`config.mk`:
```
export PLATFORM = sky130hd
export DESIGN_NAME = pu_riscv_mmu_arbiter_flat
export DESIGN_NICKNAME = d
export VERILOG_FILES = /design/src/rtl/pu_riscv_mmu_arbiter_if.sv /design/src/rtl/pu_riscv_mmu_arbiter.sv /design/src/flat_wrapper.sv
export SDC_FILE = /design/constraint.sdc
export NUM_CORES = 1
export LEC_CHECK = 0
export CAP_MARGIN = 20
export CORE_AREA = 3 3 210 212
export CTS_CLUSTER_DIAMETER = 200
export CTS_CLUSTER_SIZE = 30
export DETAILED_ROUTE_END_ITERATION = 12
export DIE_AREA = 0 0 213 215
export GPL_TIMING_DRIVEN = 0
export PLACE_DENSITY_LB_ADDON = 0.05
export SLEW_MARGIN = 10
export SYNTH_ARGS = -nofsm -noshare
export SYNTH_HDL_FRONTEND = slang
export SYNTH_SLANG_ARGS = --single-unit
```
`constraint.sdc`:
```
create_clock -name clk_i -period 1.9 [get_ports clk_i]
set_input_delay 0.38 -clock clk_i [delete_from_list [all_inputs] [get_ports clk_i]]
set_output_delay 0.38 -clock clk_i [all_outputs]
set_load 0.02 [all_outputs]
```
`src/rtl/pu_riscv_mmu_arbiter_if.sv`:
```
// CPU-side request/response bundle shared by the fetch path, the LSU path and the MMU port.
// The slave view belongs to the arbiter; the master view drives requests and MMU responses.
interface pu_riscv_mmu_arbiter_if #(
    parameter int XLEN = 64
);
    logic            ireq_i;
    logic [XLEN-1:0] iadr_i;
    logic [2:0]      isize_i;
    logic [2:0]      iprot_i;
    logic            iack_o;
    logic [XLEN-1:0] iq_o;

    logic            dreq_i;
    logic [XLEN-1:0] dadr_i;
    logic [2:0]      dsize_i;
    logic            dlock_i;
    logic [2:0]      dprot_i;
    logic            dwe_i;
    logic [XLEN-1:0] dd_i;
    logic            dack_o;
    logic [XLEN-1:0] dq_o;

    logic            vreq_o;
    logic [XLEN-1:0] vadr_o;
    logic [2:0]      vsize_o;
    logic            vlock_o;
    logic [2:0]      vprot_o;
    logic            vwe_o;
    logic [XLEN-1:0] vd_o;
    logic [XLEN-1:0] vq_i;
    logic            vack_i;

    modport slave (
        input  ireq_i, iadr_i, isize_i, iprot_i,
        output iack_o, iq_o,
        input  dreq_i, dadr_i, dsize_i, dlock_i, dprot_i, dwe_i, dd_i,
        output dack_o, dq_o,
        output vreq_o, vadr_o, vsize_o, vlock_o, vprot_o, vwe_o, vd_o,
        input  vq_i, vack_i
    );

    modport master (
        output ireq_i, iadr_i, isize_i, iprot_i,
        input  iack_o, iq_o,
        output dreq_i, dadr_i, dsize_i, dlock_i, dprot_i, dwe_i, dd_i,
        input  dack_o, dq_o,
        input  vreq_o, vadr_o, vsize_o, vlock_o, vprot_o, vwe_o, vd_o,
        output vq_i, vack_i
    );
endinterface

```
`src/rtl/pu_riscv_mmu_arbiter.sv`:
```
// Shares the single MMU request port between instruction fetch and data access.
// Round-robin on ties, with locked data sequences kept together until dlock_i drops.
module pu_riscv_mmu_arbiter #(
    parameter int XLEN = 64
) (
    input  logic                        clk_i,
    input  logic                        rst_ni,
    input  logic                        clr_i,
    pu_riscv_mmu_arbiter_if.slave       bus
);
    typedef enum logic [1:0] {
        IDLE  = 2'd0,
        GNT_I = 2'd1,
        GNT_D = 2'd2
    } state_t;

    state_t          r_state;
    logic            r_last_d;
    logic            r_lock_hold;
    logic            r_vreq;
    logic [XLEN-1:0] r_vadr;
    logic [2:0]      r_vsize;
    logic            r_vlock;
    logic [2:0]      r_vprot;
    logic            r_vwe;
    logic [XLEN-1:0] r_vd;

    logic w_idle;
    logic w_pick_d;
    logic w_gnt_i;
    logic w_gnt_d;

    assign w_idle   = (r_state == IDLE);
    // Data wins a tie while a locked sequence is open or when instruction went last.
    assign w_pick_d = bus.dreq_i & (~bus.ireq_i | r_lock_hold | ~r_last_d);
    assign w_gnt_d  = w_idle & ~clr_i & w_pick_d;
    assign w_gnt_i  = w_idle & ~clr_i & bus.ireq_i & ~w_pick_d;

    always_ff @(posedge clk_i or negedge rst_ni) begin
        if (!rst_ni) begin
            r_state     <= IDLE;
            r_last_d    <= 1'b1;
            r_lock_hold <= 1'b0;
            r_vreq      <= 1'b0;
            r_vadr      <= '0;
            r_vsize     <= '0;
            r_vlock     <= 1'b0;
            r_vprot     <= '0;
            r_vwe       <= 1'b0;
            r_vd        <= '0;
        end else if (clr_i) begin
            r_state     <= IDLE;
            r_vreq      <= 1'b0;
            r_lock_hold <= 1'b0;
        end else begin
            case (r_state)
                IDLE: begin
                    if (!bus.dlock_i) r_lock_hold <= 1'b0;
                    if (w_gnt_d) begin
                        r_state     <= GNT_D;
                        r_vreq      <= 1'b1;
                        r_last_d    <= 1'b1;
                        r_lock_hold <= 1'b0;
                        r_vadr      <= bus.dadr_i;
                        r_vsize     <= bus.dsize_i;
                        r_vlock     <= bus.dlock_i;
                        r_vprot     <= bus.dprot_i;
                        r_vwe       <= bus.dwe_i;
                        r_vd        <= bus.dd_i;
                    end else if (w_gnt_i) begin
                        r_state  <= GNT_I;
                        r_vreq   <= 1'b1;
                        r_last_d <= 1'b0;
                        r_vadr   <= bus.iadr_i;
                        r_vsize  <= bus.isize_i;
                        r_vlock  <= 1'b0;
                        r_vprot  <= bus.iprot_i;
                        r_vwe    <= 1'b0;
                        r_vd     <= '0;
                    end
                end
                GNT_I: begin
                    if (bus.vack_i) begin
                        r_state <= IDLE;
                        r_vreq  <= 1'b0;
                    end
                end
                GNT_D: begin
                    if (bus.vack_i) begin
                        r_state     <= IDLE;
                        r_vreq      <= 1'b0;
                        r_lock_hold <= r_vlock & bus.dlock_i;
                    end
                end
                default: begin
                    r_state <= IDLE;
                    r_vreq  <= 1'b0;
                end
            endcase
        end
    end

    assign bus.iack_o  = bus.vack_i & ~clr_i & (r_state == GNT_I);
    assign bus.dack_o  = bus.vack_i & ~clr_i & (r_state == GNT_D);
    assign bus.iq_o    = bus.vq_i;
    assign bus.dq_o    = bus.vq_i;

    assign bus.vreq_o  = r_vreq;
    assign bus.vadr_o  = r_vadr;
    assign bus.vsize_o = r_vsize;
    assign bus.vlock_o = r_vlock;
    assign bus.vprot_o = r_vprot;
    assign bus.vwe_o   = r_vwe;
    assign bus.vd_o    = r_vd;
endmodule

```
`src/flat_wrapper.sv`:
```
// flat-port wrapper written by rule: the top's interface ports become plain ports
module pu_riscv_mmu_arbiter_flat 
#(
    parameter int XLEN = 64
)
  (clk_i, rst_ni, clr_i, bus_ireq_i, bus_iadr_i, bus_isize_i, bus_iprot_i, bus_iack_o, bus_iq_o, bus_dreq_i, bus_dadr_i, bus_dsize_i, bus_dlock_i, bus_dprot_i, bus_dwe_i, bus_dd_i, bus_dack_o, bus_dq_o, bus_vreq_o, bus_vadr_o, bus_vsize_o, bus_vlock_o, bus_vprot_o, bus_vwe_o, bus_vd_o, bus_vq_i, bus_vack_i);
  pu_riscv_mmu_arbiter_if #(.XLEN(XLEN)) bus_i ();
  input  logic clk_i;
  input  logic rst_ni;
  input  logic clr_i;
  input wire logic [$bits(bus_i.ireq_i)-1:0] bus_ireq_i;
  input wire logic [$bits(bus_i.iadr_i)-1:0] bus_iadr_i;
  input wire logic [$bits(bus_i.isize_i)-1:0] bus_isize_i;
  input wire logic [$bits(bus_i.iprot_i)-1:0] bus_iprot_i;
  output wire logic [$bits(bus_i.iack_o)-1:0] bus_iack_o;
  output wire logic [$bits(bus_i.iq_o)-1:0] bus_iq_o;
  input wire logic [$bits(bus_i.dreq_i)-1:0] bus_dreq_i;
  input wire logic [$bits(bus_i.dadr_i)-1:0] bus_dadr_i;
  input wire logic [$bits(bus_i.dsize_i)-1:0] bus_dsize_i;
  input wire logic [$bits(bus_i.dlock_i)-1:0] bus_dlock_i;
  input wire logic [$bits(bus_i.dprot_i)-1:0] bus_dprot_i;
  input wire logic [$bits(bus_i.dwe_i)-1:0] bus_dwe_i;
  input wire logic [$bits(bus_i.dd_i)-1:0] bus_dd_i;
  output wire logic [$bits(bus_i.dack_o)-1:0] bus_dack_o;
  output wire logic [$bits(bus_i.dq_o)-1:0] bus_dq_o;
  output wire logic [$bits(bus_i.vreq_o)-1:0] bus_vreq_o;
  output wire logic [$bits(bus_i.vadr_o)-1:0] bus_vadr_o;
  output wire logic [$bits(bus_i.vsize_o)-1:0] bus_vsize_o;
  output wire logic [$bits(bus_i.vlock_o)-1:0] bus_vlock_o;
  output wire logic [$bits(bus_i.vprot_o)-1:0] bus_vprot_o;
  output wire logic [$bits(bus_i.vwe_o)-1:0] bus_vwe_o;
  output wire logic [$bits(bus_i.vd_o)-1:0] bus_vd_o;
  input wire logic [$bits(bus_i.vq_i)-1:0] bus_vq_i;
  input wire logic [$bits(bus_i.vack_i)-1:0] bus_vack_i;
  assign bus_i.ireq_i = bus_ireq_i;
  assign bus_i.iadr_i = bus_iadr_i;
  assign bus_i.isize_i = bus_isize_i;
  assign bus_i.iprot_i = bus_iprot_i;
  assign bus_iack_o = bus_i.iack_o;
  assign bus_iq_o = bus_i.iq_o;
  assign bus_i.dreq_i = bus_dreq_i;
  assign bus_i.dadr_i = bus_dadr_i;
  assign bus_i.dsize_i = bus_dsize_i;
  assign bus_i.dlock_i = bus_dlock_i;
  assign bus_i.dprot_i = bus_dprot_i;
  assign bus_i.dwe_i = bus_dwe_i;
  assign bus_i.dd_i = bus_dd_i;
  assign bus_dack_o = bus_i.dack_o;
  assign bus_dq_o = bus_i.dq_o;
  assign bus_vreq_o = bus_i.vreq_o;
  assign bus_vadr_o = bus_i.vadr_o;
  assign bus_vsize_o = bus_i.vsize_o;
  assign bus_vlock_o = bus_i.vlock_o;
  assign bus_vprot_o = bus_i.vprot_o;
  assign bus_vwe_o = bus_i.vwe_o;
  assign bus_vd_o = bus_i.vd_o;
  assign bus_i.vq_i = bus_vq_i;
  assign bus_i.vack_i = bus_vack_i;
  pu_riscv_mmu_arbiter #(.XLEN(XLEN)) u_core (.clk_i(clk_i), .rst_ni(rst_ni), .clr_i(clr_i), .bus(bus_i));
endmodule
```
== Word-level counts from Yosys, hierarchy flattened ==
Index checks and enable logic that the tools add are counted.

* Flip-flop bits (word level): 141
* Input bits: 276
* Logic and storage cells: 65

* Equality and inequality tests: 6
* Multiplexer cells: 27
* Bitwise logic cells: 15
* Reduce and logical (&&, ||, !) cells: 7

{| class="wikitable"
|+ Operator list
! operator !! number
|-
| two-way mux 64 bit || 4
|-
| two-way mux 1 bit || 12
|-
| two-way mux 3 bit || 4
|-
| bitwise AND 1 bit || 9
|-
| two-way mux 2 bit || 4
|-
| != test 4 bit (second input constant) || 2
|-
| AND reduction 3 bit || 2
|-
| inverter 1 bit || 4
|-
| one-hot mux 1 bit (2 select lines) || 2
|-
| one-hot mux 2 bit (2 select lines) || 1
|-
| != test 3 x 1 -> 1 bit (second input constant) || 1
|-
| != test 3 bit (second input constant) || 1
|-
| nonzero test 3 bit || 1
|-
| equality test 2 x 1 -> 1 bit (second input constant) || 1
|-
| equality test 2 bit (second input constant) || 1
|-
| logical NOT 2 bit || 1
|-
| bitwise OR 1 bit || 2
|-
| AND reduction 2 bit || 1
|-
| nonzero test 2 bit || 1
|-
| OR reduction 2 bit || 1
|}

== Longest topological paths before layout ==
* Word-level depth: 10
* Mapped depth: 8

== Worst setup path after synthesis ==
No wires, ideal clock.

* Path kind: reg-to-reg
* From: register u_core.r_state[0]
* To: register u_core.r_vadr[44], in the netlist u_core.bus.vadr_o[44]
* Library setup time: 0.137 ns
* Data arrival time: 1.516 ns
* Slack: 0.247 ns
* Cell stages (with the launch flop): 9
* Path buffers: 2
* Period minus slack after synthesis: 1.653 ns
* Cell sequence: dfrtp_1 -> inv_1 -> ha_1 -> nor2b_1 -> o211ai_2 -> buf_2 -> buf_4 -> o22ai_1 -> a21oi_1

* Word-level cells in the longest chain between the ends: 6
* Elaborated cells on any way between the ends: 8

{| class="wikitable"
|+ Ends and longest elaborated chain
! what !! line !! text
|-
| from (decl) || pu_riscv_mmu_arbiter.sv:17 || <nowiki>state_t r_state;</nowiki>
|-
| from (signal assigned) || pu_riscv_mmu_arbiter.sv:41 || <nowiki>r_state <= IDLE;</nowiki>
|-
| from (signal assigned) || pu_riscv_mmu_arbiter.sv:52 || <nowiki>r_state <= IDLE;</nowiki>
|-
| from (signal assigned) || pu_riscv_mmu_arbiter.sv:60 || <nowiki>r_state <= GNT_D;</nowiki>
|-
| logical NOT 2 bit (*) || pu_riscv_mmu_arbiter.sv:33, pu_riscv_mmu_arbiter.sv:56 ||
|-
| bitwise AND 1 bit || pu_riscv_mmu_arbiter.sv:36, pu_riscv_mmu_arbiter.sv:37 ||
|-
| bitwise AND 1 bit (2 in series) || pu_riscv_mmu_arbiter.sv:37 || <nowiki>assign w_gnt_i = w_idle & ~clr_i & bus.ireq_i & ~w_pick_d;</nowiki>
|-
| nonzero test 2 bit (no source line) || -- ||
|-
| AND reduction 3 bit (no source line) || -- ||
|-
| to (signal assigned) || pu_riscv_mmu_arbiter.sv:64 || <nowiki>r_vadr <= bus.dadr_i;</nowiki>
|-
| to (signal assigned) || pu_riscv_mmu_arbiter.sv:74 || <nowiki>r_vadr <= bus.iadr_i;</nowiki>
|-
| to (decl) || pu_riscv_mmu_arbiter.sv:21 || <nowiki>logic [XLEN-1:0] r_vadr;</nowiki>
|}

Mark *: on every way between the ends. The rest lies on a longest branch, timed or not.
A chain may end at the register's enable or synchronous reset.

== Final worst setup path ==
* From: register u_core.r_vlock, in the netlist u_core.bus.vlock_o
* To: output port bus_vlock_o

{| class="wikitable"
|+ RTL lines
! what !! line !! text
|-
| from (decl) || pu_riscv_mmu_arbiter.sv:23 || <nowiki>logic r_vlock;</nowiki>
|-
| from (signal assigned) || pu_riscv_mmu_arbiter.sv:66 || <nowiki>r_vlock <= bus.dlock_i;</nowiki>
|-
| to (decl) || flat_wrapper.sv:29 || <nowiki>output wire logic [$bits(bus_i.vlock_o)-1:0] bus_vlock_o;</nowiki>
|}

No word-level cell between the ends.

==> results.yml <==
timing:
  fmax_ghz: 0.542
  drv_slew: 0
  hold_viol_final: 0
  min_period_over_period_pct: 97.2
  min_period_ns: 1.85
  grt_setup_unrepaired: "yes"
  fin_skew_ns: 0.0101
  worst_slew_pin_slew_ns: 0.550
  finalSetupViolations: 0
  slew_headroom_pct: 63.4
  fin_setup_tns_ns: 0
final_layout:
  fin_util_pct: 30.4
  final_common_cell: "clkdlybuf4s50_1"
  multiInputGateArea_mm2: 0.00190
  stdcell_count: 1675
  synthToLayoutAreaGrowth_pct: 95.8
  fillCellCount: 4443
  ff_latch_area_mm2: 0.00353
  stdcell_area_mm2: 0.0128
  layout_common_cells: "clkdlybuf4s50_1 (466), dfrtp_1 (140), buf_4 (137)"
  fin_nets: 1399
  drive_gt1_share_pct: 19.8
logic_synthesis:
  synth-seq-area-share_pct: 53.9
  synth_top_family_by_area: "compound AO/OA/AOI/OAI gates"
  yosysUniqueCellTypes: 24
  synth_fa_ha_area_share_pct: 0.574
  synthXorXnorAreaFrac_pct: 0
  syn_area_mm2: 0.00654
  yosysTopAreaCell: "dfrtp_1"
  ys_ff_latch: 141
  muxShareOfSynthArea_pct: 0.172
  synth.area.top_cells: "dfrtp_1 (54%), buf_4 (15%), a22o_1 (9.1%), o22ai_1 (6.7%), a21oi_1 (5.5%)"
  postSynthCellCount: 620
  yosys.area_share.simple_pct: 5.28
  syn-num-nets: 899
  synth_area_per_cell_um2: 10.6
  synth_compound_area_share_pct: 22.0
  synth_top_area_share_pct: 53.5
  synth_warnings: 0
grt:
  grt_use_met2_pct: 26.9
  track_usage_pct: 15.1
  gr-usage-met3_pct: 6.45
  grt_pass1_vias: 6789
  grt_max_degree: 86
  grt_pass1_wl_mm: 50.0
  overflow: 0
  use_met1_pct: 16.2
  grt_busiest_layer: "met2"
  antenna_found_initial: 7
route:
  drc: 0
  wl_per_cell_um: 21.4
  drt_first_pass_iters: 4
  drtAntennaViolNets: 0
  wirelength_mm: 35.8
  viasPerCell: 3.88
  vias: 6493
  drtIter0Drc: 253
floorplanning:
  ioPinCount: 543
  die_width_um: 213
  rows: 75
  die-height_um: 215
  core_area_mm2: 0.0421
  dieArea_mm2: 0.0458
  initial_utilization_pct: 15.5
setup_path:
  slowest_stage: "clkdlybuf4s50_1"
  cp_max_fo: 3
  slowest_delay_ns: 0.65
  critical_path_class: "reg2out"
  cp_top_family: "buffers and inverters"
  start_kind: "flip-flop"
  crit_chain: "clkdlybuf4s50_1"
  cp-end-kind: "primary output"
  worstPathArrival_ns: 1.47
  r2r_slack_ns: 0.15
  reg2reg_depth: 8
  r2r_end: "u_core.bus.vadr_o[46]$_DFFE_PN0P_"
  crit_buf_inv: 1
  worstPathRequired_ns: 1.52
  r2r-start: "u_core.r_state[0]$_DFFE_PN0P_"
power_and_ir_drop:
  ir_drop_v: 0.000602
  cellPowerDensity_mw_per_mm2: 1090
  finalPower_mw: 14.0
  p_leak_nw: 5.47
clock_network:
  cts_made_buffers: 17
  cts_buffer_depth: 2
  clock-root-buffer: "clkbuf_16"
  clock-sinks: 141
  htreeDepth: 4
  postCtsSetupBuffers: 0
  cts_tree: "yes"
  clkTransAtPathRegs_ns: 0.07
  clock_latency_ns: 0.44
placement:
  port_buffers: 478
  place_congestion: 0.790
  placed_cell_area_mm2: 0.0120
  post-dp-hpwl_mm: 28.5
  dp_cells: 1638
min_path:
  hold_path_class: "in2async"
outcome:
  outcome: "finished, final reports clean"
job:
  max_cap_viol_count: 0
-- final cells by class --
class	count	area share, %
Timing Repair Buffer	481	37.7
Sequential cell	141	27.6
Multi-Input combinational cell	305	14.8
Buffer	172	9.66
Tap cell	539	5.26
Clock buffer	20	3.64
Clock inverter	12	1.23
Inverter	2	0.0586
Antenna cell	3	0.0586
-- per-layer routing --
| metal | share of wire (%) | vias up |
|---|---|---|
| met5 | 0.16 | - |
| met4 | 1.8 | 8 |
| met3 | 9.6 | 30 |
| met2 | 51 | 270 |
| met1 | 37 | 3091 |
| li1 | - | 3094 |
-- logic make-up after synthesis --
logic type | count (synthesis)
buf+inv | 174
fa+ha+maj | 3
compound gates | 216
mux | 1
flops | 141
simple gates | 85
-- worst register-to-register path, cell delays in order, from the launching register on --
cell	delay (ns)
dfrtp_1	0.41
inv_2	0.08
ha_2	0.19
nor2b_4	0.20
o211ai_4	0.16
buf_6	0.18
buf_4	0.18
o22ai_1	0.17
a21oi_1	0.06
-- where the power goes --
part | switching [mW] | leakage (nW) | internal, mW
registers | 0.482 | 1.72 | 3.89
clock network | 1.48 | 0.300 | 2.18
logic | 3.02 | 3.45 | 2.95
total | 4.98 | 5.47 | 9.02
-- synthesized netlist by cell type --
library cell and n:
dfrtp_1 140, buf_4 130, nor2_1 75, a21oi_1 72, o22ai_1 70, a22o_1 68
buf_2 30, clkbuf_1 11, ha_1 3, nand2_1 3, and3b_1 2, inv_1 2
nand2b_1 2, nor2b_1 2, a21o_1 1, a31oi_1 1, and4b_1 1, buf_1 1
dfstp_2 1, mux2_2 1, o211ai_2 1, o21a_1 1, o21ai_1 1, o21ai_2 1
-- per-stage QoR --
stage          hold slack (ns)  setup slack [ns]
2_1_floorplan           0.0844             0.247
3_3_place_gp             0.455             -6.56
3_5_place_dp             0.352            -0.742
4_1_cts                  0.451           0.00306
5_1_grt                  0.474           -0.0166
6_report                 0.446            0.0539
-- sequential cells by signal, summed over array words and instances (netlist names) --
name,flops
u_core.bus.vadr_o,64
u_core.bus.vd_o,64
u_core.bus.vprot_o,3
u_core.bus.vsize_o,3
u_core.r_state,2
u_core.bus.vlock_o,1
u_core.bus.vreq_o,1
u_core.bus.vwe_o,1
u_core.r_last_d,1
u_core.r_lock_hold,1
-- repair_timing --
| item | CTS | global route |
|---|---|---|
| gates cloned | 0 | 1 |
| pin swaps | 0 | 0 |
| gates resized for setup | 36 | 38 |
| setup endpoints to repair | 137 | 139 |
| endpoints found under the hold margin | 56 | 0 |
| hold buffers | 1 | 0 |
-- worst max-delay path by stage --
stage,start,end,slack [ns],cells after the start
floorplan,u_core.r_state[0]$_DFFE_PN0P_,u_core.bus.vadr_o[44]$_DFFE_PN0P_,0.25,8
global placement,rst_ni,u_core.bus.vadr_o[39]$_DFFE_PN0P_,-6.56,1
detailed placement,clr_i,u_core.bus.vadr_o[61]$_DFFE_PN0P_,-0.74,6
CTS,u_core.bus.vadr_o[63]$_DFFE_PN0P_,bus_vadr_o[63],0.003,1
global route,u_core.r_state[0]$_DFFE_PN0P_,bus_dack_o,-0.02,4
finish,u_core.bus.vlock_o$_DFFE_PN0P_,bus_vlock_o,0.05,1
Note: power is estimated with default switching activity, not from simulation.
